**src/rtl/div_unit.sv**
```systemverilog
// Multi-cycle restoring divider: DIV/DIVU/REM/REMU, one quotient bit per cycle.
// Divide-by-zero and signed overflow bypass the iteration and finish on the next edge.
module div_unit #(
    parameter int WIDTH = 32
) (
    input  logic             clk,
    input  logic             rst,
    input  logic             start,
    input  logic [WIDTH-1:0] a,
    input  logic [WIDTH-1:0] b,
    input  logic [1:0]       op,
    output logic             busy,
    output logic             done,
    output logic [WIDTH-1:0] f,
    output logic             z
);

    localparam int CW = $clog2(WIDTH + 1);
    localparam logic [WIDTH-1:0] ONE  = WIDTH'(1);
    localparam logic [WIDTH-1:0] MINV = {1'b1, {(WIDTH-1){1'b0}}};
    localparam logic [CW-1:0]    LAST = CW'(WIDTH);

    typedef enum logic [1:0] {IDLE, CALC, DONE} state_t;

    state_t           state, state_next;
    logic [WIDTH-1:0] quo, rem, dvs;
    logic [CW-1:0]    cnt;
    logic             qneg, rneg, sel_rem;

    logic             signed_op, a_neg, b_neg, div_zero, ovf;
    logic [WIDTH-1:0] a_abs, b_abs;
    logic [WIDTH:0]   shifted, trial;
    logic [WIDTH-1:0] q_fin, r_fin, res;

    always_comb begin
        signed_op = ~op[0];
        a_neg     = signed_op & a[WIDTH-1];
        b_neg     = signed_op & b[WIDTH-1];
        a_abs     = a_neg ? (~a + ONE) : a;
        b_abs     = b_neg ? (~b + ONE) : b;
        div_zero  = (b == '0);
        ovf       = signed_op && (a == MINV) && (b == '1);

        // partial remainder stays below the divisor, so the borrow bit alone decides the quotient bit
        shifted   = {rem, quo[WIDTH-1]};
        trial     = shifted - {1'b0, dvs};

        q_fin     = qneg ? (~quo + ONE) : quo;
        r_fin     = rneg ? (~rem + ONE) : rem;
        res       = sel_rem ? r_fin : q_fin;
    end

    always_ff @(posedge clk) begin
        if (rst) begin
            state   <= IDLE;
            quo     <= '0;
            rem     <= '0;
            dvs     <= '0;
            cnt     <= '0;
            qneg    <= 1'b0;
            rneg    <= 1'b0;
            sel_rem <= 1'b0;
            f       <= '0;
            z       <= 1'b1;
        end else begin
            state <= state_next;
            case (state)
                IDLE: if (start) begin
                    sel_rem <= op[1];
                    dvs     <= b_abs;
                    // special cases preload the final quotient/remainder and skip straight to the last count
                    if (div_zero) begin
                        quo  <= '1;
                        rem  <= a;
                        qneg <= 1'b0;
                        rneg <= 1'b0;
                        cnt  <= LAST;
                    end else if (ovf) begin
                        quo  <= MINV;
                        rem  <= '0;
                        qneg <= 1'b0;
                        rneg <= 1'b0;
                        cnt  <= LAST;
                    end else begin
                        quo  <= a_abs;
                        rem  <= '0;
                        qneg <= a_neg ^ b_neg;
                        rneg <= a_neg;
                        cnt  <= '0;
                    end
                end
                CALC: begin
                    if (cnt == LAST) begin
                        f <= res;
                        z <= (res == '0);
                    end else begin
                        if (!trial[WIDTH]) begin
                            rem <= trial[WIDTH-1:0];
                            quo <= {quo[WIDTH-2:0], 1'b1};
                        end else begin
                            rem <= shifted[WIDTH-1:0];
                            quo <= {quo[WIDTH-2:0], 1'b0};
                        end
                        cnt <= cnt + 1'b1;
                    end
                end
                default: ;
            endcase
        end
    end

    always_comb begin
        state_next = state;
        busy       = (state != IDLE);
        done       = (state == DONE);
        case (state)
            IDLE:    if (start) state_next = CALC;
            CALC:    if (cnt == LAST) state_next = DONE;
            DONE:    state_next = IDLE;
            default: state_next = IDLE;
        endcase
    end

endmodule

```
**config.mk**
```make
export PLATFORM = sky130hd
export DESIGN_NAME = div_unit
export DESIGN_NICKNAME = d
export VERILOG_FILES = /design/src/rtl/div_unit.sv
export SDC_FILE = /design/constraint.sdc
export NUM_CORES = 1
export LEC_CHECK = 0
export CELL_PAD_IN_SITES_DETAIL_PLACEMENT = 0
export CELL_PAD_IN_SITES_GLOBAL_PLACEMENT = 1
export CORE_MARGIN = 1
export CORE_UTILIZATION = 43
export DETAILED_ROUTE_END_ITERATION = 8
export HOLD_SLACK_MARGIN = 0.08
export PLACE_DENSITY = 0.89
export SLEW_MARGIN = 20
export SYNTH_ARGS = -nofsm -noshare
export SYNTH_HDL_FRONTEND = slang
export SYNTH_SLANG_ARGS = --single-unit
```
**constraint.sdc**
```tcl
create_clock -name clk -period 4.1 [get_ports clk]
set_input_delay 0.82 -clock clk [delete_from_list [all_inputs] [get_ports clk]]
set_output_delay 0.82 -clock clk [all_outputs]
set_load 0.01 [all_outputs]
```
==> out/qor.txt <==
Synth area leaders: dfxtp_1 25%, a21oi_1 7.0%, nor2_1 6.0%
Clock Path Buffers: 2
FP Rows: 58
Fin. Hold Viols: 0
Final Core Density: 52.8%
worst r2r src: quo[31]
number of routed nets with antenna violations: 0
synthesized instance count: 1540
Power Density: 398 nW/um2
CTS tree: done
Mapped Area: 11300 um2
Die ar.: 26900 um2
mean post-synth cell area: 7.32 um2
Setup crit start kind: flip-flop
Die Span X: 164 um
peak supply drop: 0.000290 V
Slew Limit Fails: 0
die height: 164 um
ys flop type: dfxtp_1
CP Class: reg2reg
Hold Crit Class: reg2reg
vias per cell: 5.96
Worst-path clk slew: 0.06 ns
DR WL met2: 16.7 mm
GPL Wtd Cong: 0.929
final clock skew: 0.0137 ns
max_slew headroom: 52.0%
post-synth cell types: 81
Syn. warnings: 0
clk_lat worst skew: 0.44 ns
initial drt markers: 943
post-detail-place hpwl: 27.8 mm
Seq/Total Area, Yosys: 24.9%
RSZ-0062 raised after global routing: false
drt pass-1 iters: 5
met3 wire len: 1.75 mm
global route overflow: 0
via count: 11686
wl on met1: 16.3 mm
register bit total from synthesis: 140
outcome: finished, final reports clean
Net count, final: 1727
final setup vio count: 0
Syn Nets: 1649
Initial Utilization: 44.3%
layout cells sized above 1: 8.71%
htree depth: 4
Setup Fix Bufs, Post-CTS: 0
clock sinks: 140
share of flip-flops with an asynchronous set or reset: 0%
Core ar.: 25500 um2
PostCTS Resize Cnt: 0
Tcrit/Tclk final: 86.6%
CTS Buf Count: 17
commonest cells in the netlist: 179 x nor2_1, 158 x a21oi_1, 140 x dfxtp_1
crit-path max FO: 15
worst-margin pin slew: 0.719 ns
Leak Pwr: 4.85 nW
Worst EP required: 4.43 ns
Hold Buf Count CTS: 0
crit path from: quo[31]
crit path time final: 3.55 ns
# port buffers: 103
fmax: 0.282 GHz
diode count: 0
post-synth top area share: 24.9%
gr usage total: 26.9%
worst hold margin: 0.451 ns
first-pass GRT wire length: 56.5 mm
DR DRC count: 0
synthesis-to-layout area growth: 19.2%
max-cap violations: 0
largest net degree at the start of global routing: 69
Post-Route Setup TNS: 0 ns
Total Wirelength: 35.9 mm
Top-Level Pins: 104
Arrival @ worst endpoint: 3.88 ns
crit path capture type: flip-flop
vias in the first global route: 10606
largest area contributor in the netlist: dfxtp_1
Min-Delay Startpoint: f[5]
Post-synth EDFFs: 0
count leader, synth: nor2_1
initial antenna violation count: 0
max layer used: met4
clock root cell: clkbuf_16
Avg WL per Cell: 18.3 um
==> power breakdown <==
part,switching [mW],total (mW),internal (mW)
logic,1.26,2.12,0.854
registers,0.142,1.61,1.46
clock network,0.616,1.62,1.00
total,2.02,5.34,3.32
==> through the flow <==
stage               setup slack [ns]  instances  cell area [um2]  power (mW)
detailed placement             0.276       1929            12800        3.71
CTS                            0.557       1960            13400        5.32
finish                         0.549       1960            13400        5.34
global route                   0.255       1960            13400        5.63
floorplan                       1.04       1540            11300        3.09
global placement               0.285       1929            12800        3.69
==> worst max-delay path, stage by stage (launching register included) <==
cell and delay (ns):
dfxtp_1 0.31, inv_1 0.14, ha_1 0.21, fa_1 0.19, nor2b_1 0.06, o31a_1 0.29, o41ai_4 0.29, o21ai_0 0.19
o21a_1 0.25, o211a_1 0.28, nor2_2 0.53, buf_4 0.32, nand3_1 0.12, a311oi_1 0.28
==> path summary, 6_finish.rpt <==
check             to  slack (ns)  depth (start not counted)
max          rem[13]        0.55                         13
min             f[5]        0.45                          2
max reg2reg  rem[13]        0.55                         13
min reg2reg     f[5]        0.45                          2
==> layout make-up <==
class	instances	area [um2]
clock buffers	21	470
well taps	330	413
repair buffers	173	1580
clock inverters	10	140
multi-input cells	1230	7820
inverters	56	210
flip-flops and latches	140	2800
fillers	2514	12000
==> sequential cells by signal, indices dropped and copies added, names as in the netlist <==
name / cells
f: 32
cnt: 6
dvs: 32
quo: 32
sel_rem: 1
z: 1
rneg: 1
rem: 32
state: 2
qneg: 1
==> routing by layer <==
layer | up-vias | track usage [%]
met1 | 5456 | 35.0
li1 | 5830 | -
met5 | - | 0
met2 | 339 | 44.1
met4 | 0 | 11.3
met3 | 61 | 3.81
==> layout by cell type (no fill, tap or decap), types with 10 or more instances in the layout <==
cell	count
mux2i_1	21
ha_1	39
nand2b_1	17
o41ai_1	12
clkdlybuf4s50_1	102
o211ai_1	30
a211oi_1	32
xnor2_1	65
nand4_1	18
or4_1	10
o221ai_1	17
a31oi_1	21
dfxtp_1	140
nand2_1	129
a311oi_1	28
nand3_1	63
xor2_1	56
nor2_1	176
or3_1	23
buf_4	69
nor4_1	24
o21ai_0	61
nor2b_1	15
clkbuf_16	17
o31ai_1	22
inv_1	54
nor3_1	44
a21oi_1	158
a21o_1	15
==> kinds of logic after synthesis <==
kind of cell | count (synthesis) | synth area share, %
multiplexers | 23 | 2.10
XOR/XNOR | 121 | 9.40
AO/OA/AOI/OAI | 473 | 28.1
buffers and inverters | 170 | 5.99
AND/OR/NAND/NOR | 573 | 25.0
flip-flops | 140 | 24.9
adder cells (fa/ha/maj) | 40 | 4.51
Note: power is estimated with default switching activity, not from simulation.
